[src/rtl/vme_cmd_executor_pkg.sv]
// rtl/vme_cmd_executor_pkg.sv - command/response bit positions, FSM states, response packing
package vme_cmd_executor_pkg;

   localparam int CMD_ADDR_LSB = 0;
   localparam int CMD_ADDR_MSB = 15;
   localparam int CMD_TAG_LSB  = 16;
   localparam int CMD_TAG_MSB  = 23;
   localparam int CMD_WR       = 24;
   localparam int CMD_RD       = 25;

   localparam int RSP_TIMEOUT  = 16;
   localparam int RSP_BADCMD   = 17;
   localparam int RSP_SEQ_LSB  = 24;
   localparam int RSP_SEQ_MSB  = 31;

   typedef enum logic [1:0] {
      ST_IDLE = 2'd0,
      ST_BUSY = 2'd1,
      ST_RESP = 2'd2
   } state_e;

   function automatic logic [31:0] build_resp(input logic [7:0]  seq,
                                              input logic        bad_cmd,
                                              input logic        timeout,
                                              input logic [15:0] data);
      return {seq, 6'b000000, bad_cmd, timeout, data};
   endfunction

endpackage

[src/rtl/vme_cmd_executor_if.sv]
// rtl/vme_cmd_executor_if.sv - VME command handshake plus 16-bit register bus bundle
interface vme_cmd_executor_if;
   logic        start;
   logic [31:0] vme_cmd_reg;
   logic [31:0] vme_dat_reg_in;
   logic        vme_cmd_rd;
   logic        vme_dat_wr;
   logic [31:0] vme_dat_reg_out;
   logic [15:0] bus_addr;
   logic [15:0] bus_wdata;
   logic        bus_we;
   logic        bus_re;
   logic        bus_ack;
   logic [15:0] bus_rdata;

   // master: command driver and register decoders; slave: the executor
   modport master (
      output start, vme_cmd_reg, vme_dat_reg_in, bus_ack, bus_rdata,
      input  vme_cmd_rd, vme_dat_wr, vme_dat_reg_out, bus_addr, bus_wdata, bus_we, bus_re
   );

   modport slave (
      input  start, vme_cmd_reg, vme_dat_reg_in, bus_ack, bus_rdata,
      output vme_cmd_rd, vme_dat_wr, vme_dat_reg_out, bus_addr, bus_wdata, bus_we, bus_re
   );
endinterface

[src/rtl/vme_cmd_timer.sv]
// rtl/vme_cmd_timer.sv - loadable 8-bit down-counter; expire flags the last enabled cycle
module vme_cmd_timer (
   input  logic       clk,
   input  logic       rst,
   input  logic       clear_i,
   input  logic       load_i,
   input  logic [7:0] load_val_i,
   input  logic       en_i,
   output logic       expire_o
);

   logic [7:0] cnt_q, cnt_d;

   always_comb begin
      cnt_d = cnt_q;
      if (clear_i) begin
         cnt_d = 8'd0;
      end else if (load_i) begin
         cnt_d = load_val_i;
      end else if (en_i && (cnt_q != 8'd0)) begin
         cnt_d = cnt_q - 8'd1;
      end
   end

   always_ff @(posedge clk or posedge rst) begin
      if (rst) begin
         cnt_q <= 8'd0;
      end else begin
         cnt_q <= cnt_d;
      end
   end

   assign expire_o = en_i && (cnt_q == 8'd1);

endmodule

[src/rtl/vme_cmd_executor.sv]
// rtl/vme_cmd_executor.sv - validates a VME command word, runs one register-bus transfer, returns a response
module vme_cmd_executor
   import vme_cmd_executor_pkg::*;
#(
   parameter logic [7:0] BOARD_TAG      = 8'hA8,
   parameter int         TIMEOUT_CYCLES = 255
) (
   input logic               clk,
   input logic               rst,
   vme_cmd_executor_if.slave vme_if
);

   localparam logic [7:0] TMO_LOAD = TIMEOUT_CYCLES[7:0];

   state_e      state_q, state_d;
   logic [15:0] addr_q, addr_d;
   logic [15:0] wdata_q, wdata_d;
   logic        rd_q, rd_d;
   logic        wr_q, wr_d;
   logic [31:0] resp_q, resp_d;
   logic [7:0]  seq_q, seq_d;
   logic        ready_q;

   logic        tmr_clear, tmr_load, tmr_en, tmr_expire;
   logic [7:0]  cmd_tag;
   logic        cmd_valid;
   logic        unused_bits;

   assign cmd_tag     = vme_if.vme_cmd_reg[CMD_TAG_MSB:CMD_TAG_LSB];
   assign cmd_valid   = (cmd_tag == BOARD_TAG) &&
                        (vme_if.vme_cmd_reg[CMD_WR] ^ vme_if.vme_cmd_reg[CMD_RD]);
   assign unused_bits = ^{vme_if.vme_cmd_reg[31:26], vme_if.vme_dat_reg_in[31:16]};

   vme_cmd_timer u_timer (
      .clk        (clk),
      .rst        (rst),
      .clear_i    (tmr_clear),
      .load_i     (tmr_load),
      .load_val_i (TMO_LOAD),
      .en_i       (tmr_en),
      .expire_o   (tmr_expire)
   );

   always_comb begin
      state_d   = state_q;
      addr_d    = addr_q;
      wdata_d   = wdata_q;
      rd_d      = rd_q;
      wr_d      = wr_q;
      resp_d    = resp_q;
      seq_d     = seq_q;
      tmr_clear = 1'b0;
      tmr_load  = 1'b0;
      tmr_en    = 1'b0;
      case (state_q)
         ST_IDLE: begin
            if (ready_q && vme_if.start) begin
               addr_d  = vme_if.vme_cmd_reg[CMD_ADDR_MSB:CMD_ADDR_LSB];
               wdata_d = vme_if.vme_dat_reg_in[15:0];
               if (cmd_valid) begin
                  rd_d     = vme_if.vme_cmd_reg[CMD_RD];
                  wr_d     = vme_if.vme_cmd_reg[CMD_WR];
                  tmr_load = 1'b1;
                  state_d  = ST_BUSY;
               end else begin
                  rd_d    = 1'b0;
                  wr_d    = 1'b0;
                  resp_d  = build_resp(seq_q, 1'b1, 1'b0, 16'h0000);
                  state_d = ST_RESP;
               end
            end
         end
         ST_BUSY: begin
            tmr_en = 1'b1;
            // ack wins over a coincident expiry
            if (vme_if.bus_ack) begin
               resp_d  = build_resp(seq_q, 1'b0, 1'b0, rd_q ? vme_if.bus_rdata : wdata_q);
               state_d = ST_RESP;
            end else if (tmr_expire) begin
               resp_d  = build_resp(seq_q, 1'b0, 1'b1, 16'h0000);
               state_d = ST_RESP;
            end
         end
         ST_RESP: begin
            seq_d     = seq_q + 8'd1;
            tmr_clear = 1'b1;
            state_d   = ST_IDLE;
         end
         default: begin
            state_d = ST_IDLE;
         end
      endcase
   end

   always_ff @(posedge clk or posedge rst) begin
      if (rst) begin
         state_q <= ST_IDLE;
         addr_q  <= 16'h0000;
         wdata_q <= 16'h0000;
         rd_q    <= 1'b0;
         wr_q    <= 1'b0;
         resp_q  <= 32'h0000_0000;
         seq_q   <= 8'd0;
         ready_q <= 1'b0;
      end else begin
         state_q <= state_d;
         addr_q  <= addr_d;
         wdata_q <= wdata_d;
         rd_q    <= rd_d;
         wr_q    <= wr_d;
         resp_q  <= resp_d;
         seq_q   <= seq_d;
         ready_q <= 1'b1;
      end
   end

   // strobes decode from state so an asynchronous reset drops them at once
   assign vme_if.vme_cmd_rd      = ready_q && (state_q == ST_IDLE);
   assign vme_if.vme_dat_wr      = (state_q == ST_RESP);
   assign vme_if.vme_dat_reg_out = resp_q;
   assign vme_if.bus_addr        = addr_q;
   assign vme_if.bus_wdata       = wdata_q;
   assign vme_if.bus_re          = (state_q == ST_BUSY) && rd_q;
   assign vme_if.bus_we          = (state_q == ST_BUSY) && wr_q;

endmodule
[src/flat_wrapper.sv]
// flat-port wrapper written by rule: the top's interface ports become plain ports
module vme_cmd_executor_flat import vme_cmd_executor_pkg::*;
#(
   parameter logic [7:0] BOARD_TAG      = 8'hA8,
   parameter int         TIMEOUT_CYCLES = 255
)
  (clk, rst, vme_if_start, vme_if_vme_cmd_reg, vme_if_vme_dat_reg_in, vme_if_bus_ack, vme_if_bus_rdata, vme_if_vme_cmd_rd, vme_if_vme_dat_wr, vme_if_vme_dat_reg_out, vme_if_bus_addr, vme_if_bus_wdata, vme_if_bus_we, vme_if_bus_re);
  vme_cmd_executor_if vme_if_i ();
  input logic clk;
  input logic rst;
  input wire logic [$bits(vme_if_i.start)-1:0] vme_if_start;
  input wire logic [$bits(vme_if_i.vme_cmd_reg)-1:0] vme_if_vme_cmd_reg;
  input wire logic [$bits(vme_if_i.vme_dat_reg_in)-1:0] vme_if_vme_dat_reg_in;
  input wire logic [$bits(vme_if_i.bus_ack)-1:0] vme_if_bus_ack;
  input wire logic [$bits(vme_if_i.bus_rdata)-1:0] vme_if_bus_rdata;
  output wire logic [$bits(vme_if_i.vme_cmd_rd)-1:0] vme_if_vme_cmd_rd;
  output wire logic [$bits(vme_if_i.vme_dat_wr)-1:0] vme_if_vme_dat_wr;
  output wire logic [$bits(vme_if_i.vme_dat_reg_out)-1:0] vme_if_vme_dat_reg_out;
  output wire logic [$bits(vme_if_i.bus_addr)-1:0] vme_if_bus_addr;
  output wire logic [$bits(vme_if_i.bus_wdata)-1:0] vme_if_bus_wdata;
  output wire logic [$bits(vme_if_i.bus_we)-1:0] vme_if_bus_we;
  output wire logic [$bits(vme_if_i.bus_re)-1:0] vme_if_bus_re;
  assign vme_if_i.start = vme_if_start;
  assign vme_if_i.vme_cmd_reg = vme_if_vme_cmd_reg;
  assign vme_if_i.vme_dat_reg_in = vme_if_vme_dat_reg_in;
  assign vme_if_i.bus_ack = vme_if_bus_ack;
  assign vme_if_i.bus_rdata = vme_if_bus_rdata;
  assign vme_if_vme_cmd_rd = vme_if_i.vme_cmd_rd;
  assign vme_if_vme_dat_wr = vme_if_i.vme_dat_wr;
  assign vme_if_vme_dat_reg_out = vme_if_i.vme_dat_reg_out;
  assign vme_if_bus_addr = vme_if_i.bus_addr;
  assign vme_if_bus_wdata = vme_if_i.bus_wdata;
  assign vme_if_bus_we = vme_if_i.bus_we;
  assign vme_if_bus_re = vme_if_i.bus_re;
  vme_cmd_executor #(.BOARD_TAG(BOARD_TAG), .TIMEOUT_CYCLES(TIMEOUT_CYCLES)) u_core (.clk(clk), .rst(rst), .vme_if(vme_if_i));
endmodule
[config.mk]
export PLATFORM = sky130hd
export DESIGN_NAME = vme_cmd_executor_flat
export DESIGN_NICKNAME = d
export VERILOG_FILES = /design/src/rtl/vme_cmd_executor_pkg.sv /design/src/rtl/vme_cmd_executor_if.sv /design/src/rtl/vme_cmd_timer.sv /design/src/rtl/vme_cmd_executor.sv /design/src/flat_wrapper.sv
export SDC_FILE = /design/constraint.sdc
export NUM_CORES = 1
export LEC_CHECK = 0
export CORE_MARGIN = 2
export CORE_UTILIZATION = 40
export CTS_CLUSTER_SIZE = 28
export DETAILED_ROUTE_END_ITERATION = 6
export MAX_ROUTING_LAYER = met4
export PLACE_DENSITY_LB_ADDON = 0.25
export REMOVE_ABC_BUFFERS = 1
export SYNTH_ARGS = -nofsm -noshare
export SYNTH_HDL_FRONTEND = slang
export SYNTH_SLANG_ARGS = --single-unit
export TNS_END_PERCENT = 5
[constraint.sdc]
create_clock -name clk -period 3.1 [get_ports clk]
set_clock_uncertainty 0.1 [all_clocks]
set_input_delay 0.465 -clock clk [delete_from_list [all_inputs] [get_ports clk]]
set_output_delay 0.465 -clock clk [all_outputs]
set_load 0.005 [all_outputs]
==> impl_metrics.py <==
metrics = {
    "run_status": {
        "status": "finished, final reports clean",
    },
    "synth": {
        "synth-async-reset-ratio_pct": 100,
        "synthAdderAreaFrac_pct": 1.44,
        "yosys.area_share.xor_xnor_pct": 3.02,
        "syn_area_um2": 3470,
        "ys_seq_area_share_pct": 56.9,
        "synth_edf_count": 0,
        "synth_top_family_by_area": "simple AND/OR/NAND/NOR gates",
        "synthesis.yosys.warnings": 0,
        "synth-seq-cells": 79,
        "synth.distinct_cells": 44,
        "syn-mean-instance-area_um2": 10.7,
        "yosys.area_share.simple_pct": 17.2,
        "synthFlopType": "dfrtp_1",
        "syn_inst": 325,
        "synth_compound_area_share_pct": 8.68,
        "synth_mux_area_share_pct": 8.21,
    },
    "timing": {
        "finalSetupViolCount": 0,
        "postLayoutSetupSlackWorst_ps": 403,
        "timing.hold.ws_ps": 377,
        "slew_viol_final": 0,
        "timing.final.crit_share_pct": 87.0,
        "fin_tns_setup_ps": 0,
        "post-route-min-period_ps": 2700,
        "rsz0062_at_grt": "false",
        "relSlewSlack_pct": 53.0,
        "worst_slew_pin_slew_ps": 705,
        "hold_viol": 0,
        "max_freq_mhz": 371,
    },
    "final_layout": {
        "num-nets-final": 537,
        "final_common_cell": "clkdlybuf4s50_1",
        "drive_gt1_share_pct": 7.93,
        "num_antenna_cells": 0,
        "fin_util_pct": 58.6,
        "fin_cells": 562,
        "mostFrequentLayoutCells": "clkdlybuf4s50_1, nand2_1, dfrtp_1",
        "areaGrowthSynthToFinish_pct": 44.2,
        "final_area_um2": 5010,
    },
    "clock_tree": {
        "numCtsBuffers": 9,
        "cts_max_level": 3,
        "post_cts_buffers": 0,
        "ctsResizeCount": 0,
        "clockBufferDepth": 2,
        "cts.clk_slew.worst_paths_ps": 80,
        "cts_sinks": 79,
        "cts_hold_buffers": 0,
        "insertion_delay_ps": 350,
        "cts_tree": "built",
        "cts-root-buf": "clkbuf_8",
    },
    "global_route": {
        "grt_first_pass_wirelength_um": 13800,
        "antenna_found_initial": 0,
        "gr-total-overflow": 0,
        "grt_pass1_vias": 2754,
        "grt_max_degree": 41,
        "track_usage_pct": 18.9,
    },
    "setup_path": {
        "crit_path_start_kind": "register",
        "rrSetupSlack_ps": 830,
        "required_ps": 2530,
        "critPathCaptureType": "primary output",
        "r2r_start": "u_core.u_timer.cnt_q[2]$_DFFE_PP0P_",
        "crit_slowest_cell": "dfrtp_1",
        "critPathMaxStageDelay_ps": 560,
        "rr_worst_depth": 5,
        "crit_chain": "nand2b_1 > clkinv_1 > clkdlybuf4s50_1",
        "arrival_ps": 2130,
        "cp_max_fo": 10,
        "rr_endpoint": "u_core.vme_if.vme_dat_reg_out[31]$_DFFE_PP0P_",
        "path_class": "register to primary output",
    },
    "power": {
        "powerDensity_nw_per_um2": 517,
        "leakage_nw": 2.23,
        "max-vdd-ir-drop_mv": 0.323,
        "finalPower_mw": 2.59,
    },
    "floorplanning": {
        "chipWidth_um": 97.2,
        "core_um2": 8550,
        "die_area_um2": 9450,
        "num_rows": 34,
        "ioPinCount": 152,
        "initial_core_util_pct": 40.6,
        "fp.dieH_um": 97.2,
    },
    "job": {
        "max-cap-violations": 0,
    },
    "routing": {
        "drc_errors": 0,
        "viasPerCell": 4.88,
        "wirelength_um": 8490,
        "drt_iter0_drc": 123,
        "dr.pass1.iters": 4,
        "wl_per_cell_um": 15.1,
        "vias": 2744,
        "drt.antenna.violating_nets": 0,
    },
    "placement": {
        "post-place-ws_ps": 516,
        "placed_area_um2": 4800,
        "dpl.hpwl_um": 5840,
        "gp_congestion": 0.810,
        "port_buffers": 123,
        "place_inst": 546,
    },
    "hold_path": {
        "min_to": "u_core.vme_if.bus_addr[12]$_DFFE_PP0P_",
        "min_from": "u_core.vme_if.bus_addr[12]$_DFFE_PP0P_",
        "min_path_cells": 2,
        "hold_path.class": "register to register",
    },
}
## registers in the layout, indices dropped and copies added, names as in the netlist
name / flops
u_core.vme_if.vme_dat_reg_out: 26
u_core.vme_if.bus_addr: 16
u_core.vme_if.bus_wdata: 16
u_core.seq_q: 8
u_core.u_timer.cnt_q: 8
u_core.state_q: 2
u_core.rd_q: 1
u_core.ready_q: 1
u_core.wr_q: 1
## report_power, final
| part | internal, mW | switching (mW) |
|---|---|---|
| Clock | 0.451 | 0.380 |
| Combinational | 0.322 | 0.183 |
| Sequential | 1.16 | 0.0962 |
## cell usage after synthesis, drive strengths merged, types with 2 or more instances
master   count  area [µm²]
conb         2        7.51
a21oi        7        35.0
clkbuf      13        58.8
o2bb2ai     16         140
nor4         2        12.5
buf          8        61.3
nand3        4        20.0
nor3         4        20.0
nor2         4        15.0
mux2i       18         180
and2         4        25.0
mux2         9         105
nor3b        2        15.0
nand2      106         398
dfrtp       79        1980
ha           4        50.1
a211oi       2        15.0
or3          3        20.0
inv          7        26.3
xor2         2        17.5
xnor2       10        87.6
a22o         2        17.5
## cell type report
cell class              instances  area, µm²
fillers                       756       3540
flip-flops and latches         79       1980
multi-input cells             222       1370
repair buffers                129       1290
well taps                     108        135
clock buffers                  10        128
clock inverters                 6       85.1
inverters                       8       31.3
## worst max-delay path: cells and delay by family, from the launching register on
family                 cells  cell delay, ps
DFF                        1             560
buffers and inverters      2             880
and+or+nand+nor            1             330
## worst max path at each step
stage,from,end
5_1_grt,u_core.state_q[0]$_DFFE_PP0P_,vme_if_vme_dat_wr
3_3_place_gp,vme_if_vme_cmd_reg[21],u_core.vme_if.vme_dat_reg_out[30]$_DFFE_PP0P_
3_5_place_dp,vme_if_vme_cmd_reg[21],u_core.vme_if.vme_dat_reg_out[24]$_DFFE_PP0P_
4_1_cts,u_core.state_q[0]$_DFFE_PP0P_,vme_if_vme_dat_wr
6_report,u_core.state_q[0]$_DFFE_PP0P_,vme_if_vme_dat_wr
2_1_floorplan,rst,u_core.rd_q$_DFFE_PP0P_
## routing by layer
| layer | vias up | GRT usage (%) | part of all wire [%] |
|---|---|---|---|
| met1 | 1330 | 25.4 | 46 |
| li1 | 1321 | - | - |
| met3 | 12 | 3.74 | 4.5 |
| met2 | 81 | 28.3 | 47 |
| met5 | - | - | 0 |
| met4 | 0 | 7.37 | 1.7 |
## cells by family (layout without fill, tap and decap cells)
group,count (synthesis),in the layout
other,2,7
DFF,79,79
xor gates and xnor gates,12,12
AOI/OAI and AO/OA,34,34
adders and majority gates,4,4
and+or+nand+nor,138,138
buffers and inverters,29,153
muxes,27,27
Note: power is estimated with default switching activity, not from simulation.
